File: config.mk
export PLATFORM = sky130hd
export DESIGN_NAME = ps2_cmd_decoder
export DESIGN_NICKNAME = d
export VERILOG_FILES = /design/src/rtl/ps2_cmd_decoder.sv
export SDC_FILE = /design/constraint.sdc
export NUM_CORES = 1
export LEC_CHECK = 0
export BUFFER_PORTS_ARGS = -buffer_cell sky130_fd_sc_hd__buf_4
export CAP_MARGIN = 20
export CORE_MARGIN = 3
export CORE_UTILIZATION = 30
export DETAILED_ROUTE_END_ITERATION = 7
export PLACE_DENSITY = 0.43
export SYNTH_ARGS = -nofsm -noshare
export SYNTH_HDL_FRONTEND = slang
export SYNTH_SLANG_ARGS = --single-unit
export TNS_END_PERCENT = 10
File: constraint.sdc
create_clock -name clk -period 2 [get_ports clk]
set_clock_uncertainty 0.15 [all_clocks]
set_input_delay 0.2 -clock clk [delete_from_list [all_inputs] [get_ports clk]]
set_output_delay 0.2 -clock clk [all_outputs]
set_load 0.02 [all_outputs]
File: src/rtl/ps2_cmd_decoder.sv
// ps2_cmd_decoder: PS/2 keyboard receiver turning make/break scan codes into
// the level-coded window/cursor command bus consumed by cursor_ctrl.
// Optional feature macro: PS2_PARITY_CHECK_EN (reject frames with even parity).

`ifndef WIN_CTRL_CMD
`define WIN_CTRL_CMD [7:0]
`endif
`ifndef M_UP
`define M_UP 0
`endif
`ifndef M_DOWN
`define M_DOWN 1
`endif
`ifndef M_LEFT
`define M_LEFT 2
`endif
`ifndef M_RIGHT
`define M_RIGHT 3
`endif
`ifndef Z_IN
`define Z_IN 4
`endif
`ifndef Z_OUT
`define Z_OUT 5
`endif
`ifndef M_MODE
`define M_MODE 6
`endif

module ps2_cmd_decoder #(
    parameter int unsigned FILTER_LEN     = 8,
    parameter int unsigned TIMEOUT_CYCLES = 50000
) (
    input  logic                     clk,
    input  logic                     rst,
    input  logic                     ps2_clk,
    input  logic                     ps2_data,
    output logic `WIN_CTRL_CMD       win_ctrl_cmd,
    output logic [7:0]               code,
    output logic                     code_valid,
    output logic                     frame_err
);

    localparam int unsigned FLT_W = $clog2(FILTER_LEN + 1);
    localparam int unsigned TO_W  = $clog2(TIMEOUT_CYCLES + 1);

    localparam logic [1:0] S_IDLE    = 2'd0;
    localparam logic [1:0] S_EXT     = 2'd1;
    localparam logic [1:0] S_BRK     = 2'd2;
    localparam logic [1:0] S_EXT_BRK = 2'd3;

    localparam logic [7:0] C_E0  = 8'hE0;
    localparam logic [7:0] C_F0  = 8'hF0;
    localparam logic [7:0] C_TAB = 8'h0D;

    logic [1:0]       r_clk_sync;
    logic [1:0]       r_dat_sync;
    logic [FLT_W-1:0] r_flt_cnt;
    logic             r_flt;
    logic             r_flt_d;
    logic             w_clk_s;
    logic             w_dat_s;
    logic             w_bit_stb;

    logic [3:0]       r_bit_cnt;
    logic [7:0]       r_shift;
    logic [TO_W-1:0]  r_to_cnt;
    logic [7:0]       r_code;
    logic             r_code_valid;
    logic             r_frame_err;
`ifdef PS2_PARITY_CHECK_EN
    logic             r_par_ok;
`endif

    logic [1:0]       r_state;
    logic [1:0]       w_state_next;
    logic `WIN_CTRL_CMD r_cmd;
    logic `WIN_CTRL_CMD w_cmd_next;
    logic             r_tab_held;
    logic             w_tab_next;
    logic             w_is_make;
    logic             w_is_brk;
    logic             w_ext;

    assign w_clk_s   = r_clk_sync[1];
    assign w_dat_s   = r_dat_sync[1];
    assign w_bit_stb = r_flt_d & ~r_flt;

    // Two-stage synchronizers for the raw PS/2 lines (idle bus is high)
    always_ff @(posedge clk or negedge rst) begin
        if (!rst) begin
            r_clk_sync <= 2'b11;
            r_dat_sync <= 2'b11;
        end else begin
            r_clk_sync <= {r_clk_sync[0], ps2_clk};
            r_dat_sync <= {r_dat_sync[0], ps2_data};
        end
    end

    // Saturating glitch filter: flip only after FILTER_LEN consecutive differing samples
    always_ff @(posedge clk or negedge rst) begin
        if (!rst) begin
            r_flt_cnt <= '0;
            r_flt     <= 1'b1;
            r_flt_d   <= 1'b1;
        end else begin
            r_flt_d <= r_flt;
            if (w_clk_s == r_flt) begin
                r_flt_cnt <= '0;
            end else if (r_flt_cnt == FLT_W'(FILTER_LEN - 1)) begin
                r_flt     <= w_clk_s;
                r_flt_cnt <= '0;
            end else begin
                r_flt_cnt <= r_flt_cnt + FLT_W'(1);
            end
        end
    end

    // Frame receiver with mid-frame timeout; strobes are single-cycle
    always_ff @(posedge clk or negedge rst) begin
        if (!rst) begin
            r_bit_cnt    <= '0;
            r_shift      <= '0;
            r_to_cnt     <= '0;
            r_code       <= '0;
            r_code_valid <= 1'b0;
            r_frame_err  <= 1'b0;
`ifdef PS2_PARITY_CHECK_EN
            r_par_ok     <= 1'b0;
`endif
        end else begin
            r_code_valid <= 1'b0;
            r_frame_err  <= 1'b0;
            if (w_bit_stb) begin
                r_to_cnt <= '0;
                if (r_bit_cnt == 4'd0) begin
                    if (w_dat_s) begin
                        r_frame_err <= 1'b1;
                    end else begin
                        r_bit_cnt <= 4'd1;
                    end
                end else if (r_bit_cnt == 4'd10) begin
                    r_bit_cnt <= 4'd0;
                    if (!w_dat_s) begin
                        r_frame_err <= 1'b1;
`ifdef PS2_PARITY_CHECK_EN
                    end else if (!r_par_ok) begin
                        r_frame_err <= 1'b1;
`endif
                    end else begin
                        r_code       <= r_shift;
                        r_code_valid <= 1'b1;
                    end
                end else if (r_bit_cnt == 4'd9) begin
                    // parity bit: data bits are already complete in r_shift
`ifdef PS2_PARITY_CHECK_EN
                    r_par_ok <= ^{r_shift, w_dat_s};
`endif
                    r_bit_cnt <= 4'd10;
                end else begin
                    r_shift   <= {w_dat_s, r_shift[7:1]};
                    r_bit_cnt <= r_bit_cnt + 4'd1;
                end
            end else if (r_bit_cnt != 4'd0) begin
                if (r_to_cnt == TO_W'(TIMEOUT_CYCLES - 1)) begin
                    r_bit_cnt   <= 4'd0;
                    r_to_cnt    <= '0;
                    r_frame_err <= 1'b1;
                end else begin
                    r_to_cnt <= r_to_cnt + TO_W'(1);
                end
            end else begin
                r_to_cnt <= '0;
            end
        end
    end

    // Scan-code FSM state and command/tab registers
    always_ff @(posedge clk or negedge rst) begin
        if (!rst) begin
            r_state    <= S_IDLE;
            r_cmd      <= '0;
            r_tab_held <= 1'b0;
        end else begin
            r_state    <= w_state_next;
            r_cmd      <= w_cmd_next;
            r_tab_held <= w_tab_next;
        end
    end

    // Prefix tracking and make/break mapping onto the command bits
    always_comb begin
        w_state_next = r_state;
        w_cmd_next   = r_cmd;
        w_tab_next   = r_tab_held;
        w_is_make    = 1'b0;
        w_is_brk     = 1'b0;
        w_ext        = 1'b0;
        if (r_code_valid) begin
            case (r_state)
                S_IDLE: begin
                    if (r_code == C_E0) begin
                        w_state_next = S_EXT;
                    end else if (r_code == C_F0) begin
                        w_state_next = S_BRK;
                    end else begin
                        w_is_make = 1'b1;
                    end
                end
                S_EXT: begin
                    if (r_code == C_F0) begin
                        w_state_next = S_EXT_BRK;
                    end else if (r_code == C_E0) begin
                        w_state_next = S_EXT;
                    end else begin
                        w_is_make    = 1'b1;
                        w_ext        = 1'b1;
                        w_state_next = S_IDLE;
                    end
                end
                S_BRK: begin
                    w_is_brk     = 1'b1;
                    w_state_next = S_IDLE;
                end
                default: begin
                    w_is_brk     = 1'b1;
                    w_ext        = 1'b1;
                    w_state_next = S_IDLE;
                end
            endcase
        end
        if (w_is_make || w_is_brk) begin
            case (r_code)
                8'h75: w_cmd_next[`M_UP]    = w_is_make;
                8'h72: w_cmd_next[`M_DOWN]  = w_is_make;
                8'h6B: w_cmd_next[`M_LEFT]  = w_is_make;
                8'h74: w_cmd_next[`M_RIGHT] = w_is_make;
                8'h55: w_cmd_next[`Z_IN]    = w_is_make;
                8'h4E: w_cmd_next[`Z_OUT]   = w_is_make;
                C_TAB: begin
                    if (!w_ext) begin
                        if (w_is_make) begin
                            if (!r_tab_held) begin
                                w_cmd_next[`M_MODE] = ~r_cmd[`M_MODE];
                            end
                            w_tab_next = 1'b1;
                        end else begin
                            w_tab_next = 1'b0;
                        end
                    end
                end
                default: ;
            endcase
        end
    end

    assign win_ctrl_cmd = r_cmd;
    assign code         = r_code;
    assign code_valid   = r_code_valid;
    assign frame_err    = r_frame_err;

endmodule

# Yosys cells after proc, flatten, opt, wreduce, memory -nomap -nowiden
# Cells that the tools add are included.
[totals] ram_bits=0 latch_bits=0 memories=0 ff_bits=58 romBits=0 output_inout_bits=18
[op_classes] n_lt_le_gt_ge=0 mux=38 n_bitwise=9 addsub=3 shifts=0 n_reduce_logical=21 div=0 eq_ne=18 multipliers=0
[ops] cell="$eq 8x7->1 const B" n=6
[ops] cell="$mux 16" n=3
[ops] cell="$mux 4" n=9
[ops] cell="$mux 1" n=20
[ops] cell="$add 16x1->16 const B" n=1
[ops] cell="$eq 16x16->1 const B" n=1
[ops] cell="$eq 8x8->1 const B" n=2
[ops] cell="$reduce_and 2->1" n=8
[ops] cell="$add 4x1->4 const B" n=2
[ops] cell="$eq 4x4->1 const B" n=2
[ops] cell="$eq 8x4->1 const B" n=1
[ops] cell="$not 1->1" n=8
[ops] cell="$reduce_and 4->1" n=2
[ops] cell="$mux 2" n=3
[ops] cell="$ne 3x3->1 const B" n=2
[ops] cell="$reduce_and 3->1" n=2
[ops] cell="$reduce_and 5->1" n=1
[ops] cell="$eq 4x3->1 const B" n=1
[ops] cell="$logic_not 4->1" n=1
[ops] cell="$pmux 1 s2" n=2
[ops] cell="$pmux 2 s2" n=1
[ops] cell="$reduce_bool 2->1" n=2
[ops] cell="$reduce_bool 4->1" n=1
[ops] cell="$reduce_or 2->1" n=2
[ops] cell="other kinds (6)" n=6

# Logic depth before layout (Yosys ltp)
# Gate-level depths: netlist (run 1).
[depth] depth_word=7 ltp_mapped=6

# Worst setup path before layout (run 1)
# No wires, ideal clock.
[synth_path] kind="register -> register" from="register r_flt_d" to="register r_code[0] (netlist: code[0])" path_slack_ps=207 t_arrival_ps=1516 setup_ps=128 stages_incl_launch_ff=7 path_buffers=2 path_cell_list="dfstp_2 -> nand2b_1 -> buf_2 -> nor3_2 -> and4_1 -> buf_2 -> mux2_1"
[synth_via] elab_chain_len=2
[synth_rtl] element="from (decl)" line="60" rtl="logic r_flt_d;"
[synth_rtl] element="from (signal assigned)" line="107" rtl="r_flt_d <= r_flt;"
[synth_rtl] element="$and 1x1->1" line="87" rtl="assign w_bit_stb = r_flt_d & ~r_flt;"
[synth_rtl] element="$reduce_and 4->1 (no source line)"
[synth_rtl] element="to (signal assigned)" line="151" rtl="r_code <= r_shift;"
[synth_rtl] element="to (decl)" line="68" rtl="logic [7:0] r_code;"
# Every way passes these cells.
# A chain may end at the register's enable or synchronous reset.

# Final worst setup path (run 1)
[layout_path] from="register r_to_cnt[0]" to="register r_bit_cnt[3]"
[layout_via] elab_chain_len=3
[layout_rtl] element="from (decl)" line="67" rtl="logic [TO_W-1:0] r_to_cnt;"
[layout_rtl] element="from (signal assigned)" line="170" rtl="r_to_cnt <= r_to_cnt + TO_W'(1);"
[layout_rtl] element="$eq 16x16->1" line="165" rtl="if (r_to_cnt == TO_W'(TIMEOUT_CYCLES - 1)) begin"
[layout_rtl] element="$reduce_bool 2->1 (no source line)"
[layout_rtl] element="$reduce_and 3->1 (no source line)"
[layout_rtl] element="to (signal assigned)" line="162" rtl="r_bit_cnt <= r_bit_cnt + 4'd1;"
[layout_rtl] element="to (decl)" line="65" rtl="logic [3:0] r_bit_cnt;"
# Every way passes these cells.

==> run summary, run 1 <==
The slowest cell on the critical path is sky130_fd_sc_hd__dfrtp_1. The number of nets with antenna violations after routing is 0. The maximum buffer depth of the clock tree came out at 2.

The startpoint class of the critical path is a register. The chip height is 101 microns. The number of global-route vias before repair is 1834. The data arrival time of the worst path came out at 1.92 ns.

The count of placed standard cells including taps is 372. The clock-pin slew reported for the worst setup and hold paths after clock tree synthesis came out at 0.06 ns. The reported leakage power is 0.00146 uW. The non-filler instance count after layout is 391. The launch point of the worst reg-to-reg path is r_to_cnt[0]$_DFF_PN0_. The run finished with clean final reports.

The mean post-synth cell area came out at 11.2 sq um. The total routing usage reported by global routing is 0.117. The data required time of the worst path is 2.08 ns. For the final routed database, the setup TNS stands at 0 ns. The post-route worst hold slack is 0.206 ns. For this run, the detailed router's first-pass iteration total came to 4. The clock period minus worst slack came out at 1.84 ns.

For this run, the register share of the synthesized area comes to 0.534. The routability-driven placement congestion ratio came out at 0.754. The HPWL after detailed placement came out at 3660 microns. The first-pass GRT wire length is 9420 microns. The starting density of the core is 0.312. The worst hold path begins at r_dat_sync[0]$_DFF_PN1_. Among all flip-flop cells after synthesis, the most frequent one is sky130_fd_sc_hd__dfrtp_1. The total setup violations reported at the end of the flow came out at 0. The kind of end point of the critical path is a register. The overall die width is 101 microns. The floorplan has 34 rows. The net count of the mapped netlist came out at 250. The initial antenna violation count is 0. The CTS root buffer is sky130_fd_sc_hd__clkbuf_8.

The gate count after technology mapping came out at 244. The clock latency of the later-clocked register in the worst-skew pair is 0.33 ns. In the post-synthesis netlist, the biggest area contributors are sky130_fd_sc_hd__dfrtp_1 (48%), sky130_fd_sc_hd__dfstp_2 (5.8%), sky130_fd_sc_hd__xnor2_1 (3.8%). Counting distinct cell types in the post-synthesis netlist gives 54. The core box area came out at 8760 sq um. sky130_fd_sc_hd__dfrtp_1 takes more of the synthesized area than any other cell.

The average wire per standard cell is 14.0 microns. The floorplan step defined a die boundary enclosing 10300 sq um. The max-cap check violation count is 0.

Setup repair after global routing left no endpoint under its margin. The fraction of final layout cells with drive strength greater than 1 is 0.233. The maximum operating frequency came out at 544 MHz.

Using the TritonRoute via totals, the vias-per-cell ratio works out to 4.97. The synthesized design contains 0 enable-type register cells. The antenna cell count came out at 0. The number of storage elements in the synthesis netlist is 58. Port buffering added 20 buffers. The share of the synthesized area in the top cell type is 0.477. The worst slew slack as a fraction of its limit is 0.501.

The delay of the slowest cell on the worst path came out at 0.42 ns. The cell area after technology mapping is 2730 sq um. The number of clock sinks came out at 58. The total number of H-tree levels came out at 3. The total congestion overflow came out at 0. The startpoint-to-endpoint class of the critical path is register to register. The endpoint identified for the worst register-to-register timing path is r_bit_cnt[3]$_DFFE_PN0P_. The clock tree from TritonCTS is yes. Buffers added to address setup during post-CTS repair amount to 0.

After synthesis, the share of flip-flops with an asynchronous set or reset is 1.00. The critical path goes through ha_2, nand3_1, nand4b_1, a211o_1, a221oi_2. The synthesis-to-layout area growth is 19.2%. The number of placed I/O pins came out at 22. The share of the clock period used by the worst path after layout is 0.919. The min-delay analysis places its worst path in the category register to register. The number of hold violations in the final report came out at 0.

The register-to-register path setup slack came out at 0.16 ns. The total number of vias came out at 1943. The number of pins with negative max-slew slack in the final report came out at 0. The ratio of total power to cell area came out at 945 nW/um^2. The maximum resistive drop on vdd came out at 0.365 mV. The path with the worst hold slack has its endpoint at r_dat_sync[1]$_DFF_PN1_. The Yosys step of the flow raised 0 warnings. The pin count of the biggest net entering global routing came out at 59.

The measured slew at the worst slew-check pin came out at 0.749 ns. In the routed design, unresolved DRC markers number 0. The worst hold path was traced through 0 stages.

The number of clock buffers inserted by TritonCTS is 9. The total detailed-routing wirelength came out at 5490 microns. In this run the worst path has a maximum fanout of 5. The final layout contains 284 nets. The logic depth of the worst register-to-register path is 5. After the first detailed-routing iteration, the DRC count stood at 87.
[cell usage in the layout (no fill, tap or decap), types with 8 or more instances in the layout]
master                      n
sky130_fd_sc_hd__inv_1      8
sky130_fd_sc_hd__dfrtp_1   52
sky130_fd_sc_hd__clkbuf_8  10
sky130_fd_sc_hd__o21ai_0    9
sky130_fd_sc_hd__mux2_1     9
sky130_fd_sc_hd__nand2_1   11
sky130_fd_sc_hd__mux2_2     8
sky130_fd_sc_hd__buf_4     28
sky130_fd_sc_hd__nand3_1   10
sky130_fd_sc_hd__xnor2_1   12
sky130_fd_sc_hd__nor2_1    23
[stage by stage]
step / total power (uW) / cell area (sq um) / setup WS [ns] / util
6_report: 3080 / 3260 / 0.162 / 0.372
4_1_cts: 3130 / 3250 / 0.139 / 0.371
2_1_floorplan: 1860 / 2730 / 0.207 / -
3_3_place_gp: 2060 / 3030 / 0.189 / 0.346
5_1_grt: 3290 / 3260 / 0.0199 / 0.372
3_5_place_dp: 2050 / 3030 / 0.155 / 0.346
[kinds of logic (layout without fill, tap and decap cells)]
family	after synthesis	after routing	share of synthesized area
AO/OA/AOI/OAI	32	32	0.0807
XOR/XNOR	17	17	0.0545
adder cells (fa/ha/maj)	2	2	0.00916
buffers and inverters	16	55	0.0261
flip-flops	58	58	0.534
multiplexers	19	19	0.0775
other	1	1	0.00137
AND/OR/NAND/NOR	99	99	0.216
[cell usage after synthesis (8+ instances only)]
master                    instances
sky130_fd_sc_hd__dfrtp_1         52
sky130_fd_sc_hd__inv_1            8
sky130_fd_sc_hd__mux2_1           9
sky130_fd_sc_hd__mux2_2           8
sky130_fd_sc_hd__nand2_1         11
sky130_fd_sc_hd__nand3_1         10
sky130_fd_sc_hd__nor2_1          23
sky130_fd_sc_hd__o21ai_0          9
sky130_fd_sc_hd__xnor2_1         12
[how the worst max path moves through the flow]
| stage | startpoint | end | depth (start not counted) |
|---|---|---|---|
| 6_report | r_to_cnt[0]$_DFF_PN0_ | r_bit_cnt[3]$_DFFE_PN0P_ | 5 |
| 5_1_grt | r_to_cnt[0]$_DFF_PN0_ | r_bit_cnt[3]$_DFFE_PN0P_ | 5 |
| 3_5_place_dp | r_to_cnt[0]$_DFF_PN0_ | r_bit_cnt[3]$_DFFE_PN0P_ | 5 |
| 3_3_place_gp | code[3]$_DFFE_PN0P_ | win_ctrl_cmd[0]$_DFFE_PN0P_ | 4 |
| 4_1_cts | r_to_cnt[0]$_DFF_PN0_ | r_bit_cnt[3]$_DFFE_PN0P_ | 5 |
| 2_1_floorplan | r_flt_d$_DFF_PN1_ | code[0]$_DFFE_PN0P_ | 6 |
[metal layers]
| layer | GRT usage | vias up | part of all wire |
|---|---|---|---|
| met1 | 0.160 | 960 | 0.51 |
| met5 | 0 | - | 0 |
| met2 | 0.174 | 31 | 0.44 |
| met4 | 0.0491 | 0 | 0.010 |
| li1 | - | 947 | - |
| met3 | 0.0310 | 5 | 0.036 |
[power by group]
group | switching [uW] | internal [uW] | total [uW]
Clock | 448 | 607 | 1060
Sequential | 144 | 1300 | 1450
Combinational | 327 | 247 | 574
Total | 919 | 2160 | 3080
[registers in the layout, indices dropped and copies added (netlist names)]
name and cells:
code 8, code_valid 1, frame_err 1, r_bit_cnt 4, r_clk_sync 2, r_dat_sync 2, r_flt 1, r_flt_cnt 4
r_flt_d 1, r_shift 8, r_state 2, r_tab_held 1, r_to_cnt 16, win_ctrl_cmd 7
[critical path, delay by kind of cell (launching register included)]
family	cells	cell delay, ns
fa+ha+maj	1	0.24
compound gates	2	0.55
simple gates	2	0.41
flops	1	0.42
[layout make-up]
type                    count  area [sq um]
clock buffers              13           149
multi-input cells         170          1200
fillers                   886          5510
clock inverters             3          40.0
inverters                   8          30.0
repair buffers             31           240
well taps                 108           135
flip-flops and latches     58          1460
[what timing repair did]
action	4_1_cts	5_1_grt
gates resized for setup	0	1
setup endpoints to repair	0	1
endpoints found under the hold margin	54	0
hold buffers	3	0
Power figures use the tool's default switching activity.
==> run 2: changes to the inputs <==
--- a/config.mk
+++ b/config.mk
@@ -5,7 +5,7 @@
 export SDC_FILE = /design/constraint.sdc
 export NUM_CORES = 1
 export LEC_CHECK = 0
-export BUFFER_PORTS_ARGS = -buffer_cell sky130_fd_sc_hd__buf_4
+export BUFFER_PORTS_ARGS = -buffer_cell sky130_fd_sc_hd__buf_2
 export CAP_MARGIN = 20
 export CORE_MARGIN = 3
 export CORE_UTILIZATION = 30
==> run summary, run 2 (synthesis gave the netlist of run 1 again) <==
Outcome: finished clean (unchanged). The maximum buffer depth of the clock tree is 2 (unchanged). The total setup violations reported at the end of the flow came out at 0 (unchanged). The register bank with the most flops is r_to_cnt (unchanged). The startpoint class of the critical path is a register (unchanged). The critical path launch point is r_to_cnt[0]$_DFF_PN0_ (unchanged).

The worst hold-check path type is input port to asynchronous set/reset pin (was register to register). The area of the die came out at 10300 sq um (unchanged). The worst slew slack as a fraction of its limit came out at 0.670 (was 0.501).

The detail-routed via count per cell is 4.96 (was 4.97). The register-to-register path setup slack came to 0.16 ns (about the same). The total detailed-routing wirelength is 5670 microns (was 5490 microns).

Leading cell types in the layout, fill and taps excluded: sky130_fd_sc_hd__dfrtp_1 (52), sky130_fd_sc_hd__nor2_1 (23), sky130_fd_sc_hd__buf_2 (20) (was sky130_fd_sc_hd__dfrtp_1 (52), sky130_fd_sc_hd__buf_4 (28), sky130_fd_sc_hd__nor2_1 (23)). The critical path endpoint was r_bit_cnt[3]$_DFFE_PN0P_ (unchanged). The total number of vias was 1956 (was 1943). The fill cell instance count of the final layout came out at 868 (was 886). The most common cell after layout, fill and taps aside is sky130_fd_sc_hd__dfrtp_1 (unchanged). The pin count of the biggest net entering global routing came out at 23 (was 59). The number of hold violations in the final report came out at 0 (unchanged). The number of DRC markers in iteration 0 was 59 (was 87).

The data required time of the worst path is 2.08 ns (about the same). The number of nets with antenna violations after routing is 0 (unchanged). The clock-pin slew reported for the worst setup and hold paths after clock tree synthesis came to 0.08 ns (was 0.06 ns). The total negative setup slack came out at 0 ns (unchanged).

The share of the clock period used by the worst path after layout was 0.918 (was 0.919). The logic depth of the worst register-to-register path is 5 (unchanged). The clock latency of the later-clocked register in the worst-skew pair came out at 0.33 ns (about the same). The number of placement rows came out at 34 (unchanged).

The launch point of the worst reg-to-reg path is r_to_cnt[0]$_DFF_PN0_ (unchanged). The number of clock buffers inserted by TritonCTS came to 9 (unchanged). The total congestion overflow is 0 (unchanged).

The measured slew at the worst slew-check pin came to 0.482 ns (was 0.749 ns). The CTS root buffer is sky130_fd_sc_hd__clkbuf_8 (unchanged). The startpoint-to-endpoint class of the critical path is register to register (unchanged). The storage element area came out at 1460 sq um (unchanged).

The routability-driven placement congestion ratio came out at 0.783 (was 0.754). The number of pins with negative max-slew slack in the final report is 0 (unchanged). The kind of end point of the critical path is a register (unchanged).

The number of global-route vias before repair is 1924 (was 1834). The final net count came out at 287 (was 284). The core utilization of the finished layout was 0.371 (was 0.372). The largest fanout of any net on the critical path came out at 5 (unchanged).

The number of port buffers is 20 (unchanged). The overall die width came to 101 microns (unchanged). The starting density of the core came out at 0.312 (unchanged). The worst reg2reg path endpoint is r_bit_cnt[3]$_DFFE_PN0P_ (unchanged). The antenna cell count was 0 (unchanged). The ratio of total power to cell area is 958 nW/um^2 (was 945 nW/um^2).

The synthesis-to-layout area growth came out at 19.2% (about the same). The total routing usage reported by global routing is 0.119 (was 0.117). The total number of H-tree levels came out at 3 (unchanged).

The data arrival time of the worst path came out at 1.92 ns (about the same). The HPWL after detailed placement came out at 3960 microns (was 3660 microns). Setup repair after global routing missed its margin: false (unchanged).

The first-pass GRT wire length is 9510 microns (was 9420 microns). The maximum resistive drop on vdd is 0.644 mV (was 0.365 mV). The number of flip-flops under the largest register name is 16 (unchanged).

The number of design rule violations left after detail routing was 0 (unchanged). The total iterations of the first detailed-routing run came out at 4 (unchanged). The number of placed I/O pins came to 22 (unchanged). The initial antenna violation count came to 0 (unchanged). The number of clock sinks came out at 58 (unchanged).

The clock period minus worst slack came out at 1.84 ns (about the same). The clock tree from TritonCTS is yes (unchanged). The core box area came out at 8760 sq um (unchanged). The combined area of the multi-input logic cells is 1200 sq um (about the same).

The reported leakage power was 0.00148 uW (was 0.00146 uW). The max-cap check violation count came to 0 (unchanged). The fraction of final layout cells with drive strength greater than 1 is 0.248 (was 0.233).

The average wire per standard cell is 14.4 microns (was 14.0 microns). The chip height is 101 microns (unchanged). The maximum operating frequency is 545 MHz (was 544 MHz).
[run 2: cell count changes in the layout (fill, tap and decap cells not counted)]
cell                         before  now
sky130_fd_sc_hd__clkinvlp_4       0    3
sky130_fd_sc_hd__buf_12           0    1
sky130_fd_sc_hd__ha_2             1    0
sky130_fd_sc_hd__buf_4           28   10
sky130_fd_sc_hd__clkbuf_1         3    0
sky130_fd_sc_hd__clkinv_4         0    1
sky130_fd_sc_hd__ha_1             1    2
sky130_fd_sc_hd__clkinv_2         2    1
sky130_fd_sc_hd__buf_2            0   20
[run 2: worst min-delay path by stage]
stage | end | slack, ns
final | r_state[1]$_DFFE_PN0P_ | 0.20
after floorplan | code[0]$_DFFE_PN0P_ | -0.25
after global routing | r_clk_sync[1]$_DFF_PN1_ | 0.21
after CTS | r_state[1]$_DFFE_PN0P_ | 0.21
after detailed placement | r_state[1]$_DFFE_PN0P_ | 0.05
after global placement | r_state[1]$_DFFE_PN0P_ | 0.05
[run 2: repair_timing]
| action | in CTS | in global routing |
|---|---|---|
| setup buffers | 0 | 1 |
| resized for setup | 0 | 0 |
| endpoints found under the hold margin | 20 | 0 |
| endpoints found under the setup margin | 0 | 1 |
| hold buffers | 3 | 0 |
[run 2: layer usage]
| metal | GRT usage | share of wire | vias to the layer above |
|---|---|---|---|
| met3 | 0.0344 | 0.039 | 12 |
| met4 | 0.0573 | 0.021 | 0 |
| met2 | 0.180 | 0.44 | 32 |
| li1 | - | - | 956 |
| met1 | 0.156 | 0.50 | 956 |
| met5 | 0 | 0 | - |
[run 2: stage by stage]
| stage | cells | hold slack, ns | setup WS [ns] | total power, uW | instance area (sq um) |
|---|---|---|---|---|---|
| after floorplan | 244 | -0.246 | 0.207 | 1860 | 2730 |
| after global placement | 374 | 0.0513 | 0.208 | 2070 | 3010 |
| after detailed placement | 374 | 0.0458 | 0.181 | 2060 | 3010 |
| after CTS | 393 | 0.207 | 0.163 | 3190 | 3250 |
| after global routing | 394 | 0.210 | 0.00211 | 3310 | 3250 |
| final | 394 | 0.201 | 0.165 | 3120 | 3250 |
[run 2: final cells by class]
| type | count | share of cell area |
|---|---|---|
| multi-input cells | 170 | 0.369 |
| clock buffers | 10 | 0.0423 |
| inverters | 8 | 0.00923 |
| repair buffers | 34 | 0.0692 |
| flip-flops and latches | 58 | 0.448 |
| well taps | 108 | 0.0415 |
| clock inverters | 6 | 0.0204 |
[run 2: power by group]
part	switching [uW]	internal, uW
registers	137	1300
clock network	485	608
logic	337	248
[run 2: critical path, stage by stage (launching register included)]
cell	delay [ns]
sky130_fd_sc_hd__dfrtp_1	0.40
sky130_fd_sc_hd__ha_1	0.24
sky130_fd_sc_hd__nand3_1	0.14
sky130_fd_sc_hd__nand4b_1	0.27
sky130_fd_sc_hd__a211o_1	0.34
sky130_fd_sc_hd__a221oi_2	0.20
